## config.mk

```make
export PLATFORM = sky130hd
export DESIGN_NAME = nf10_barrier_client
export DESIGN_NICKNAME = d
export VERILOG_FILES = /design/src/rtl/nf10_barrier_pkg.sv /design/src/rtl/nf10_barrier_activity_mon.sv /design/src/rtl/nf10_barrier_client.sv
export SDC_FILE = /design/constraint.sdc
export NUM_CORES = 1
export LEC_CHECK = 0
export CAP_MARGIN = 0
export CORE_ASPECT_RATIO = 1.2
export CORE_MARGIN = 2
export CORE_UTILIZATION = 29
export DETAILED_ROUTE_END_ITERATION = 10
export HOLD_SLACK_MARGIN = 0.15
export RECOVER_POWER = 50
export SLEW_MARGIN = 5
export SYNTH_ARGS = -nofsm -noshare
export SYNTH_HDL_FRONTEND = slang
export SYNTH_SLANG_ARGS = --single-unit
```

## constraint.sdc

```tcl
create_clock -name axi_aclk -period 3.2 [get_ports axi_aclk]
set_clock_uncertainty 0.1 [all_clocks]
set_input_delay 0.48 -clock axi_aclk [delete_from_list [all_inputs] [get_ports axi_aclk]]
set_output_delay 0.48 -clock axi_aclk [all_outputs]
set_load 0.02 [all_outputs]
```

## src/rtl/nf10_barrier_pkg.sv

```systemverilog
// Shared constants for the simulation-barrier client: FSM state codes and
// default timing parameters also used by the barrier bench.
package nf10_barrier_pkg;

  localparam logic [1:0] ST_RUN     = 2'd0;
  localparam logic [1:0] ST_DRAIN   = 2'd1;
  localparam logic [1:0] ST_REQ     = 2'd2;
  localparam logic [1:0] ST_RELEASE = 2'd3;

  localparam int unsigned DEF_IDLE_HOLD = 4;
  localparam int unsigned DEF_TIMEOUT   = 65535;
  localparam int unsigned DEF_CNT_WIDTH = 16;

  // Every state other than RUN keeps the stimulus source from starting a packet.
  function automatic logic st_holds(input logic [1:0] st);
    return st != ST_RUN;
  endfunction

endpackage

```

## src/rtl/nf10_barrier_activity_mon.sv

```systemverilog
// Passive AXI4-Stream tap: tracks whether a packet is open and stretches
// activity for IDLE_HOLD cycles after the last accepted beat.
module nf10_barrier_activity_mon
  import nf10_barrier_pkg::*;
#(
  parameter int unsigned IDLE_HOLD = DEF_IDLE_HOLD
) (
  input  logic clk_i,
  input  logic rst_ni,
  input  logic tvalid_i,
  input  logic tready_i,
  input  logic tlast_i,
  output logic beat_o,
  output logic in_pkt_o,
  output logic activity_o
);

  localparam int unsigned IW = (IDLE_HOLD < 1) ? 1 : $clog2(IDLE_HOLD + 1);
  localparam logic [IW-1:0] HOLD_C = IW'(IDLE_HOLD);

  logic          in_pkt_q, in_pkt_d;
  logic [IW-1:0] idle_q, idle_d;

  assign beat_o = tvalid_i & tready_i;

  always_comb begin
    in_pkt_d = in_pkt_q;
    idle_d   = idle_q;
    if (beat_o) begin
      in_pkt_d = ~tlast_i;
      idle_d   = '0;
    end else if (idle_q != HOLD_C) begin
      idle_d = idle_q + 1'b1;
    end
  end

  // idle_q starts saturated so a freshly reset port reports no activity.
  always_ff @(posedge clk_i or negedge rst_ni) begin
    if (!rst_ni) begin
      in_pkt_q <= 1'b0;
      idle_q   <= HOLD_C;
    end else begin
      in_pkt_q <= in_pkt_d;
      idle_q   <= idle_d;
    end
  end

  assign in_pkt_o   = in_pkt_q;
  assign activity_o = in_pkt_q | (idle_q < HOLD_C);

endmodule

```

## src/rtl/nf10_barrier_client.sv

```systemverilog
// Per-port barrier agent: on a sequencer command it holds new traffic, drains
// the open packet, requests the barrier and waits for proceed before resuming.
module nf10_barrier_client
  import nf10_barrier_pkg::*;
#(
  parameter int unsigned IDLE_HOLD = DEF_IDLE_HOLD,
  parameter int unsigned TIMEOUT   = DEF_TIMEOUT,
  parameter int unsigned CNT_WIDTH = DEF_CNT_WIDTH
) (
  input  logic                 axi_aclk,
  input  logic                 axi_resetn,
  input  logic                 s_tvalid,
  input  logic                 s_tready,
  input  logic                 s_tlast,
  input  logic                 cmd_valid,
  output logic                 cmd_ready,
  output logic                 traffic_hold,
  output logic                 activity,
  output logic                 barrier_req,
  input  logic                 barrier_proceed,
  output logic                 barrier_done,
  output logic [CNT_WIDTH-1:0] barrier_count,
  output logic                 err_timeout
);

  // TIMEOUT must be representable in CNT_WIDTH bits.
  localparam logic [CNT_WIDTH-1:0] TMO_C = CNT_WIDTH'(TIMEOUT);

  logic [1:0]           state_q, state_d;
  logic [CNT_WIDTH-1:0] tmo_q, tmo_d;
  logic [CNT_WIDTH-1:0] cnt_q, cnt_d;
  logic                 err_q, err_d;
  logic                 done_q, done_d;
  logic                 beat, in_pkt, act;

  nf10_barrier_activity_mon #(
    .IDLE_HOLD (IDLE_HOLD)
  ) u_mon (
    .clk_i      (axi_aclk),
    .rst_ni     (axi_resetn),
    .tvalid_i   (s_tvalid),
    .tready_i   (s_tready),
    .tlast_i    (s_tlast),
    .beat_o     (beat),
    .in_pkt_o   (in_pkt),
    .activity_o (act)
  );

  always_comb begin
    state_d = state_q;
    tmo_d   = '0;
    cnt_d   = cnt_q;
    err_d   = err_q;
    done_d  = 1'b0;
    case (state_q)
      ST_RUN: begin
        if (cmd_valid) state_d = ST_DRAIN;
      end
      ST_DRAIN: begin
        // A beat this cycle (even a tlast one) means the port is not quiet yet.
        if (!in_pkt && !beat) state_d = ST_REQ;
      end
      ST_REQ: begin
        // Counts completed REQ cycles; err latches on the edge reaching TIMEOUT.
        tmo_d = (tmo_q == TMO_C) ? tmo_q : tmo_q + 1'b1;
        if (tmo_d == TMO_C) err_d = 1'b1;
        if (barrier_proceed) state_d = ST_RELEASE;
      end
      ST_RELEASE: begin
        if (!barrier_proceed) begin
          state_d = ST_RUN;
          done_d  = 1'b1;
          cnt_d   = cnt_q + 1'b1;
        end
      end
      default: state_d = ST_RUN;
    endcase
  end

  always_ff @(posedge axi_aclk or negedge axi_resetn) begin
    if (!axi_resetn) begin
      state_q <= ST_RUN;
      tmo_q   <= '0;
      cnt_q   <= '0;
      err_q   <= 1'b0;
      done_q  <= 1'b0;
    end else begin
      state_q <= state_d;
      tmo_q   <= tmo_d;
      cnt_q   <= cnt_d;
      err_q   <= err_d;
      done_q  <= done_d;
    end
  end

  assign cmd_ready     = (state_q == ST_RUN);
  assign traffic_hold  = st_holds(state_q);
  assign barrier_req   = (state_q == ST_REQ);
  assign activity      = act;
  assign barrier_done  = done_q;
  assign barrier_count = cnt_q;
  assign err_timeout   = err_q;

endmodule
```

==> results of run 1 <==
[cell usage after synthesis (2+ instances only)]
master and instances:
buf_2 4, o21ai_0 11, mux2i_1 5, and4_1 3, nand2b_1 3, nor3_1 3, a221oi_1 2, and3_1 6
nor2_1 13, ha_1 8, a21oi_1 7, o22ai_1 2, mux2_2 2, xnor2_1 16, and2_1 3, nand4_2 2
nand3_1 14, inv_1 9, buf_6 2, nor2b_1 3, nand2_1 15, dfrtp_1 39, nand4_1 12, clkbuf_1 2
a31oi_1 6, xor2_1 8
[logic make-up after synthesis]
group	count (synthesis)	synth area share, %
adders and majority gates	8	4.53
muxes	9	4.99
AOI/OAI and AO/OA	35	10.3
buffers and inverters	18	4.14
xor gates and xnor gates	24	9.52
and+or+nand+nor	83	21.2
DFF	40	45.4
[registers in the layout (all words and copies together) (netlist names)]
signal / cells
barrier_count: 16
tmo_q: 16
u_mon.idle_q: 3
state_q: 2
barrier_done: 1
err_timeout: 1
u_mon.in_pkt_o: 1
[layout make-up]
| class | count | area, sq um | area share, % |
|---|---|---|---|
| sequential | 40 | 1000 | 37.9 |
| inverter | 9 | 33.8 | 1.28 |
| clock buffer | 6 | 72.6 | 2.74 |
| multi-input combinational | 159 | 1110 | 42.1 |
| clock inverter | 2 | 35.0 | 1.32 |
| tap | 90 | 113 | 4.26 |
| timing repair buffer | 28 | 274 | 10.4 |
[worst reg2reg max path: stages (launching register included)]
cell	delay [ps]
dfrtp_1	490
ha_1	350
nand3_1	240
or4_1	770
mux2i_4	260
nand2_2	70
o41ai_2	260
[stage by stage]
stage / setup WS, ps / cell area [sq um] / total power [uW] / hold WS [ps]
final: 548 / 2650 / 1530 / 382
after floorplan: 941 / 2210 / 960 / 84.4
after detailed placement: 628 / 2540 / 1150 / 367
after CTS: 575 / 2650 / 1560 / 242
after global routing: 352 / 2650 / 1640 / 402
after global placement: 705 / 2540 / 1130 / 361
[layer usage]
metal  global-route usage (%)  vias up  part of all wire (%)
met5                        0        -                     0
met4                     4.22        0                   2.2
met3                     3.24       12                   4.1
met2                     18.8       44                    49
met1                     14.2      819                    45
li1                         -      830                     -
[placed cells by master (no fill, tap or decap), types with 9 or more instances in the layout]
master	instances
clkdlybuf4s50_1	25
dfrtp_1	39
inv_1	9
nand2_1	15
nand3_1	14
nand4_1	12
nor2_1	13
o21ai_0	11
xnor2_1	16
[how the worst max path moves through the flow]
stage                             startpoint                 endpoint  slack, ps
after floorplan           tmo_q[1]$_DFF_PN0_  err_timeout$_DFFE_PN0P_        940
after global placement    tmo_q[1]$_DFF_PN0_  err_timeout$_DFFE_PN0P_        710
after detailed placement  tmo_q[1]$_DFF_PN0_  err_timeout$_DFFE_PN0P_        630
after CTS                 tmo_q[1]$_DFF_PN0_  err_timeout$_DFFE_PN0P_        580
after global routing      tmo_q[1]$_DFF_PN0_  err_timeout$_DFFE_PN0P_        350
final                     tmo_q[1]$_DFF_PN0_  err_timeout$_DFFE_PN0P_        550
[power breakdown]
part	switching [uW]	leakage [uW]	internal, uW
clock network	175	0.0000552	231
registers	81.9	0.000538	579
logic	257	0.000499	210
==> run summary, run 1 <==
Highest clock rate = 0.377 GHz
Maximum number of pins on one net before global-route repair = 41
Die extent in y = 99.6 microns
Final min period = 2650 ps
Area of the core = 7320 sq um
Antenna violations before repair = 0
Global-route wire length before repair = 7760 microns
Number of core rows = 34
Post-route setup TNS = 0 ps
Core occupancy in the finished layout = 36.1%
Crit Reg-Reg Endpoint = err_timeout$_DFFE_PN0P_
Placed insts = 326
Cells on worst reg2reg path = 6
Count of cell types in the netlist = 43
Dominant synthesized flop cell = dfrtp_1
Setup slack of the worst register-to-register path = 550 ps
Hold Path Origin = barrier_count[15]$_DFFE_PN0P_
Result of the run = finished, violations left
#FFs+latches synth = 40
Worst slew slack as a fraction of its limit = -38.2%
Hold bufs inserted after CTS = 0
Power Density = 580 nW/um^2
Clock transition at path regs = 80 ps
Dominant delay contributor by cell family on the critical path = simple AND/OR/NAND/NOR gates
Cell chosen for the clock root = clkbuf_8
CP max-delay cell = or4_1
Post_cts resized = 0
Number of synthesis warnings = 0
Most area-consuming cells after synthesis = dfrtp_1 44%, xnor2_1 6.3%, ha_1 4.5%
Diode insertion count for antenna repair = 0
Critical path depth = 6
Dominant cell type by area after synthesis = dfrtp_1
Worst-case clock buffer depth = 2
Hold path depth = 1
Number of instances in the synthesized netlist = 217
CTS H-tree depth = 2
Launching element type of the critical path = register
Remaining DRCs = 0
Synthesis-to-layout area growth = 19.8%
Starting DRT DRC Count = 71
Cell area after technology mapping = 2210 sq um
Crit path arrival time = 2750 ps
Vias after detailed routing = 1705
Die Width = 83.7 microns
Period utilisation layout = 82.9%
GRT Overall Usage = 11.4%
Clock latency on the worst-skew pair = 290 ps
Mean routed wirelength per cell = 13.3 microns
Area share of the largest cell type after synthesis = 44.2%
Net count after synthesis = 232
Transition time of the tightest slew-check pin = 2070 ps
Fill count = 755
Violated checks = max-capacitance violations, max-slew violations
Via count of the first global-routing pass = 1686
Final RePlAce weighted congestion = 0.852
Register area share after synthesis = 45.4%
Initial DRT Pass Iterations = 4
Worst path bufs/invs = 0
Number of nets still failing antenna checks after routing = 0
CTS tree = yes
Max_cap viols = 1
Count of final hold-check violations = 0
Number of pins exceeding their max-slew limit in the final report = 41
CP Data Required Time = 3290 ps
Number of sinks on the clock net = 40
Cells along the critical path = ha_1 -> nand3_1 -> or4_1 -> mux2i_4 -> nand2_2 -> o41ai_2
Cell leakage power = 0.00109 uW
Worst IR Drop VDD = 0.469 mV
TritonCTS buffer count = 5
Initial Util = 30.2%
Hold Crit Endpoint = barrier_count[15]$_DFFE_PN0P_
Share of post-route cells with drive strength above 1 = 6.97%
Total gr overflow = 0
Crit path capture type = register
Drt total wl = 4430 microns
Number of buffers inserted to repair setup after CTS = 0
Non-filler instance count after layout = 334
Proportion of register bits with asynchronous set or reset after synthesis = 100%
HPWL after DPL = 3170 microns
Hold Path Class = register to register
Area of the die = 8330 sq um
Count of buffers inserted at the top-level ports = 28
Final #Nets = 258
Final setup violation count = 0
RSZ-0062 raised after global routing = no
Number of flops mapped to enable cells by yosys = 0
Delay of the slowest cell on the worst path = 770 ps
Worst reg2reg startpoint = tmo_q[1]$_DFF_PN0_
Via density per instance = 5.10
Ports = 29
Start-to-end type of the worst setup path = register to register
Average footprint of a synthesized cell = 10.2 sq um
Crit-path max FO = 10
Power figures use the tool's default switching activity.
==> inputs of run 2 (changes only) <==
clock period = 2.8 ns   (was 3.2 ns; I/O delays follow)
==> run 2 against run 1 <==
Compared with the run above:
- the run still ends with max-capacitance violations, max-slew violations left
- sequential share of layout area down 0.23 points
- count of clock-buffer cells in the layout down 1
- combinational power up 15%
- setup slack worse by 310 ps
- wire length up 1.8%
- highest routed layer unchanged
- clock power up 18%
- critical path depth unchanged
- sequential power up 14%
- register-to-register slack worse by 310 ps
- core utilization up 0.22 points
- first-iteration DRC count down 4.2%
==> run summary, run 2 (synthesis results as in run 1) <==
Total gr overflow = 0 (unchanged)
Start-to-end type of the worst setup path = register to register
Crit-path max FO = 9 (-1)
Cells on worst reg2reg path = 6 (unchanged)
Cell leakage power = 0.00109 uW (+0.15%)
Final min period = 2560 ps (-89.0 ps)
HPWL after DPL = 3210 microns (+1.3%)
Core occupancy in the finished layout = 36.4% (+0.22 points)
Clock latency on the worst-skew pair = 300 ps (about the same)
Via count of the first global-routing pass = 1640 (-2.7%)
CTS H-tree depth = 2 (unchanged)
Worst path bufs/invs = 0 (unchanged)
Ports = 29 (unchanged)
Synthesis-to-layout area growth = 20.5%
Die Width = 83.7 microns (unchanged)
CP Data Required Time = 2900 ps (-390 ps)
Most used cells in the layout excluding fill and tap cells = 39 x dfrtp_1, 26 x clkdlybuf4s50_1, 16 x xnor2_1, 15 x nand2_1, 14 x nand3_1
Maximum number of pins on one net before global-route repair = 41 (unchanged)
Number of buffers inserted to repair setup after CTS = 0 (unchanged)
Global-route wire length before repair = 7940 microns (+2.2%)
Cell chosen for the clock root = clkbuf_8
Clock transition at path regs = 90 ps (about the same)
Worst slew slack as a fraction of its limit = -40.6% (-2.5 points)
Final Total Pwr = 1770 uW (+15%)
Max_cap viols = 1 (unchanged)
TritonCTS buffer count = 5 (unchanged)
Violated checks = max-capacitance violations, max-slew violations
Via density per instance = 5.06 (-0.88%)
Number of nets still failing antenna checks after routing = 0 (unchanged)
Transition time of the tightest slew-check pin = 2110 ps (+37.0 ps)
Number of core rows = 34 (unchanged)
Worst IR Drop VDD = 0.423 mV (-9.8%)
Most common cell after layout, fill and taps aside = dfrtp_1
Initial Util = 30.2% (unchanged)
CP max-delay cell = dfrtp_1
Period utilisation layout = 91.5% (+8.7 points)
Worst Hold Margin = 375 ps (-6.52 ps)
Crit path capture type = register
Setup WS post-layout = 237 ps (-311 ps)
Count of final hold-check violations = 0 (unchanged)
Die extent in y = 99.6 microns (unchanged)
RSZ-0062 raised after global routing = no
Starting DRT DRC Count = 68 (-4.2%)
Diode insertion count for antenna repair = 0 (unchanged)
Final RePlAce weighted congestion = 0.850 (-0.23%)
Remaining DRCs = 0 (unchanged)
Delay of the slowest cell on the worst path = 480 ps (-290 ps)
Post-Place Worst Slack = 227 ps (-401 ps)
Power Density = 666 nW/um^2 (+15%)
Dominant delay contributor by cell family on the critical path = compound AO/OA/AOI/OAI gates
Crit path arrival time = 2660 ps (-90 ps)
Number of sinks on the clock net = 40 (unchanged)
Cells along the critical path = ha_1 -> nand3_1 -> nor4_1 -> a221oi_1 -> a2111o_1 -> o41ai_2
Share of post-route cells with drive strength above 1 = 8.16% (+1.2 points)
Hold Path Class = register to register
Highest clock rate = 0.390 GHz (+3.5%)
Vias after detailed routing = 1695 (-0.59%)
Worst-case clock buffer depth = 2 (unchanged)
Mean routed wirelength per cell = 13.5 microns (+1.5%)
Critical path depth = 6 (unchanged)
Hold path depth = 1 (unchanged)
Final #Nets = 259 (+0.39%)
Area of the core = 7320 sq um (unchanged)
Area of the die = 8330 sq um (unchanged)
Count of buffers inserted at the top-level ports = 28 (unchanged)
Antenna violations before repair = 0 (unchanged)
Initial DRT Pass Iterations = 5 (+1)
Result of the run = finished, violations left
Launching element type of the critical path = register
Drt total wl = 4510 microns (+1.8%)
Post-route setup TNS = 0 ps (unchanged)
Number of pins exceeding their max-slew limit in the final report = 41 (unchanged)
Final setup violation count = 0 (unchanged)
GRT Overall Usage = 11.6% (+0.23 points)
CTS tree = yes
==> run 2: timing repair <==
item,4_1_cts,5_1_grt
resized for setup,0,2
hold buffers,0,0
endpoints found under the setup margin,0,1
==> run 2: power breakdown <==
| group | internal (uW) | switching (uW) | leakage, uW |
|---|---|---|---|
| Clock | 264 | 215 | 0.0000541 |
| Sequential | 662 | 94.8 | 0.000538 |
| Combinational | 243 | 295 | 0.000502 |
| Total | 1170 | 604 | 0.00109 |
==> run 2: final timing paths <==
path,start,end,slack (ps)
min in group asynchronous,axi_resetn,tmo_q[8]$_DFF_PN0_,620
worst max register to register,tmo_q[0]$_DFF_PN0_,err_timeout$_DFFE_PN0P_,240
max in group asynchronous,axi_resetn,barrier_count[15]$_DFFE_PN0P_,760
worst min register to register,barrier_count[15]$_DFFE_PN0P_,barrier_count[15]$_DFFE_PN0P_,380
worst min-delay path,barrier_count[15]$_DFFE_PN0P_,barrier_count[15]$_DFFE_PN0P_,380
worst max-delay path,tmo_q[0]$_DFF_PN0_,err_timeout$_DFFE_PN0P_,240
==> run 2: layer usage <==
layer | part of all wire, % | track usage [%]
met2 | 47 | 19.0
met1 | 47 | 15.2
met5 | 0 | 0
met3 | 4.4 | 2.74
met4 | 1.6 | 3.72
==> run 2: per-stage QoR <==
step	instance area, sq um	instances
after global routing	2660	335
after CTS	2660	335
after detailed placement	2550	327
after floorplan	2210	217
after global placement	2550	327
final	2660	335
==> run 2: area by class of cell <==
| class | count | area [sq um] |
|---|---|---|
| timing repair buffer | 29 | 278 |
| fill | 760 | 4660 |
| tap | 90 | 113 |
| multi-input combinational | 159 | 1120 |
| inverter | 9 | 33.8 |
| clock buffer | 5 | 68.8 |
| sequential | 40 | 1000 |
| clock inverter | 3 | 42.5 |
==> inputs of run 3 (changes only) <==
CTS_CLUSTER_DIAMETER = 60   (was unset)
clock period = 2.2 ns   (was 2.8 ns; I/O delays follow)
==> run 3 against run 2 <==
Compared with the run above:
- the run now ends clean
- via count rose by 7.3%
- count of clock-buffer cells in the layout is the same
- critical endpoint unchanged
- core utilization grew 3.5 points
- register-to-register slack worse by 130 ps
- largest cell class unchanged
- sequential power rose by 26%
- global-route usage rose by 1.2 points
- sequential cell count unchanged
==> run summary, run 3 (synthesis results as in run 1) <==
Result of the run = complete, no violations
Via density per instance = 5.00 (-1.2%)
Final setup violation count = 0 (unchanged)
Synthesis-to-layout area growth = 32.2%
Count of final hold-check violations = 0 (unchanged)
Final #Nets = 288 (+11%)
Highest clock rate = 0.479 GHz (+23%)
Final Total Pwr = 2360 uW (+33%)
Non-filler instance count after layout = 364 (+8.7%)
Cell leakage power = 0.00124 uW (+13%)
Clock transition at path regs = 80 ps (about the same)
Crit path arrival time = 2190 ps (-470 ps)
Setup WS post-layout = 111 ps (-126 ps)
Vias after detailed routing = 1819 (+7.3%)
Multi-input gate area in the final layout = 1150 sq um (+2.4%)
Power Density = 808 nW/um^2 (+21%)
Global-route wire length before repair = 8660 microns (+9.1%)
Area of the core = 7320 sq um (unchanged)
Max_cap viols = 0 (-1)
Period utilisation layout = 94.9% (+3.4 points)
Maximum number of pins on one net before global-route repair = 41 (unchanged)
Area of the die = 8330 sq um (unchanged)
Mean routed wirelength per cell = 14.0 microns (+4.2%)
Antenna violations before repair = 0 (unchanged)
Via count of the first global-routing pass = 1888 (+15%)
CTS H-tree depth = 2 (unchanged)
Placed insts = 353 (+8.0%)
TritonCTS buffer count = 5 (unchanged)
Diode insertion count for antenna repair = 0 (unchanged)
RSZ-0062 raised after global routing = no
Initial Util = 30.2% (unchanged)
Die Width = 83.7 microns (unchanged)
Worst-case clock buffer depth = 2 (unchanged)
Most common cell after layout, fill and taps aside = dfrtp_1
Design Area, Final = 2920 sq um (+9.7%)
Ports = 29 (unchanged)
Final min period = 2090 ps (-474 ps)
Crit-path max FO = 7 (-2)
CP Data Required Time = 2300 ps (-600 ps)
Start-to-end type of the worst setup path = register to register
Number of core rows = 34 (unchanged)
Worst slew slack as a fraction of its limit = 32.7% (+73 points)
Register area = 1010 sq um (+0.50%)
Worst IR Drop VDD = 0.557 mV (+31%)
Fill count = 754 (-0.79%)
Crit path capture type = register
Share of post-route cells with drive strength above 1 = 21.2% (+13 points)
Transition time of the tightest slew-check pin = 1010 ps (-1100 ps)
Remaining DRCs = 0 (unchanged)
Post-Place Worst Slack = 48.4 ps (-179 ps)
Starting DRT DRC Count = 98 (+44%)
Final RePlAce weighted congestion = 0.904 (+6.4%)
Die extent in y = 99.6 microns (unchanged)
Hold Path Class = register to register
GRT Overall Usage = 12.8% (+1.2 points)
Initial DRT Pass Iterations = 4 (-1)
Number of sinks on the clock net = 40 (unchanged)
Cell chosen for the clock root = clkbuf_8
Count of buffers inserted at the top-level ports = 28 (unchanged)
CTS tree = yes
Number of pins exceeding their max-slew limit in the final report = 0 (-100%)
Launching element type of the critical path = register
Most used cells in the layout excluding fill and tap cells = 35 x dfrtp_1, 27 x buf_4, 25 x clkdlybuf4s50_1, 16 x xnor2_1, 15 x nand2_1
Post-place instance area = 2750 sq um (+8.2%)
Post-route setup TNS = 0 ps (unchanged)
Total gr overflow = 0 (unchanged)
Clock latency on the worst-skew pair = 290 ps (about the same)
Drt total wl = 5110 microns (+13%)
Number of nets still failing antenna checks after routing = 0 (unchanged)
HPWL after DPL = 3690 microns (+15%)
[run 3: changes by cell type in the layout (fill, tap and decap cells not counted), sizes merged]
cell | before | now
clkinv | 1 | 0
clkdlybuf4s50 | 26 | 25
dlygate4sd3 | 1 | 2
buf | 0 | 28
inv | 9 | 10
dlymetal6s2s | 0 | 1
[run 3: through the flow]
stage	hold WS, ps	util, %
after global routing	420	39.9
final	368	39.9
after CTS	379	39.3
after floorplan	-65.6	-
after global placement	330	37.6
after detailed placement	338	37.6
[run 3: area by class of cell]
cell class,instances,share of cell area (%)
Clock inverter,3,1.59
Tap cell,90,3.86
Sequential cell,40,34.5
Inverter,9,1.16
Timing Repair Buffer,58,17.1
Multi-Input combinational cell,159,39.4
Clock buffer,5,2.36
[run 3: critical path: stages, from the launching register on]
cell	delay, ps
dfrtp_2	450
ha_4	190
and3_4	180
buf_4	160
a31oi_1	190
a221oi_1	70
a2111o_1	370
o41ai_2	300
[run 3: worst paths after layout]
check                      cells after the start                     startpoint                             to  slack, ps
max                                            7             tmo_q[1]$_DFF_PN0_        err_timeout$_DFFE_PN0P_        110
min                                            1  barrier_count[15]$_DFFE_PN0P_  barrier_count[15]$_DFFE_PN0P_        370
max reg2reg                                    7             tmo_q[1]$_DFF_PN0_        err_timeout$_DFFE_PN0P_        110
max in group asynchronous                      3                     axi_resetn             tmo_q[8]$_DFF_PN0_        590
min reg2reg                                    1  barrier_count[15]$_DFFE_PN0P_  barrier_count[15]$_DFFE_PN0P_        370
min in group asynchronous                      3                     axi_resetn             tmo_q[3]$_DFF_PN0_        710
[run 3: repair_timing]
action | CTS | global route
hold endpoints to repair | 39 | 0
hold buffers | 1 | 0
setup buffers | 0 | 2
resized for setup | 0 | 12
setup endpoints to repair | 0 | 3
[run 3: layer usage]
metal	global-route usage, %	vias up	share of wire, %
met1	16.1	879	46
met5	0	-	0
li1	-	892	-
met3	2.07	9	3.6
met4	5.71	0	2.3
met2	21.5	39	49
[run 3: report_power, final]
group          total (uW)  internal [uW]  switching, uW
logic                 780            365            415
clock network         625            342            283
registers             955            843            112
total                2360           1550            810
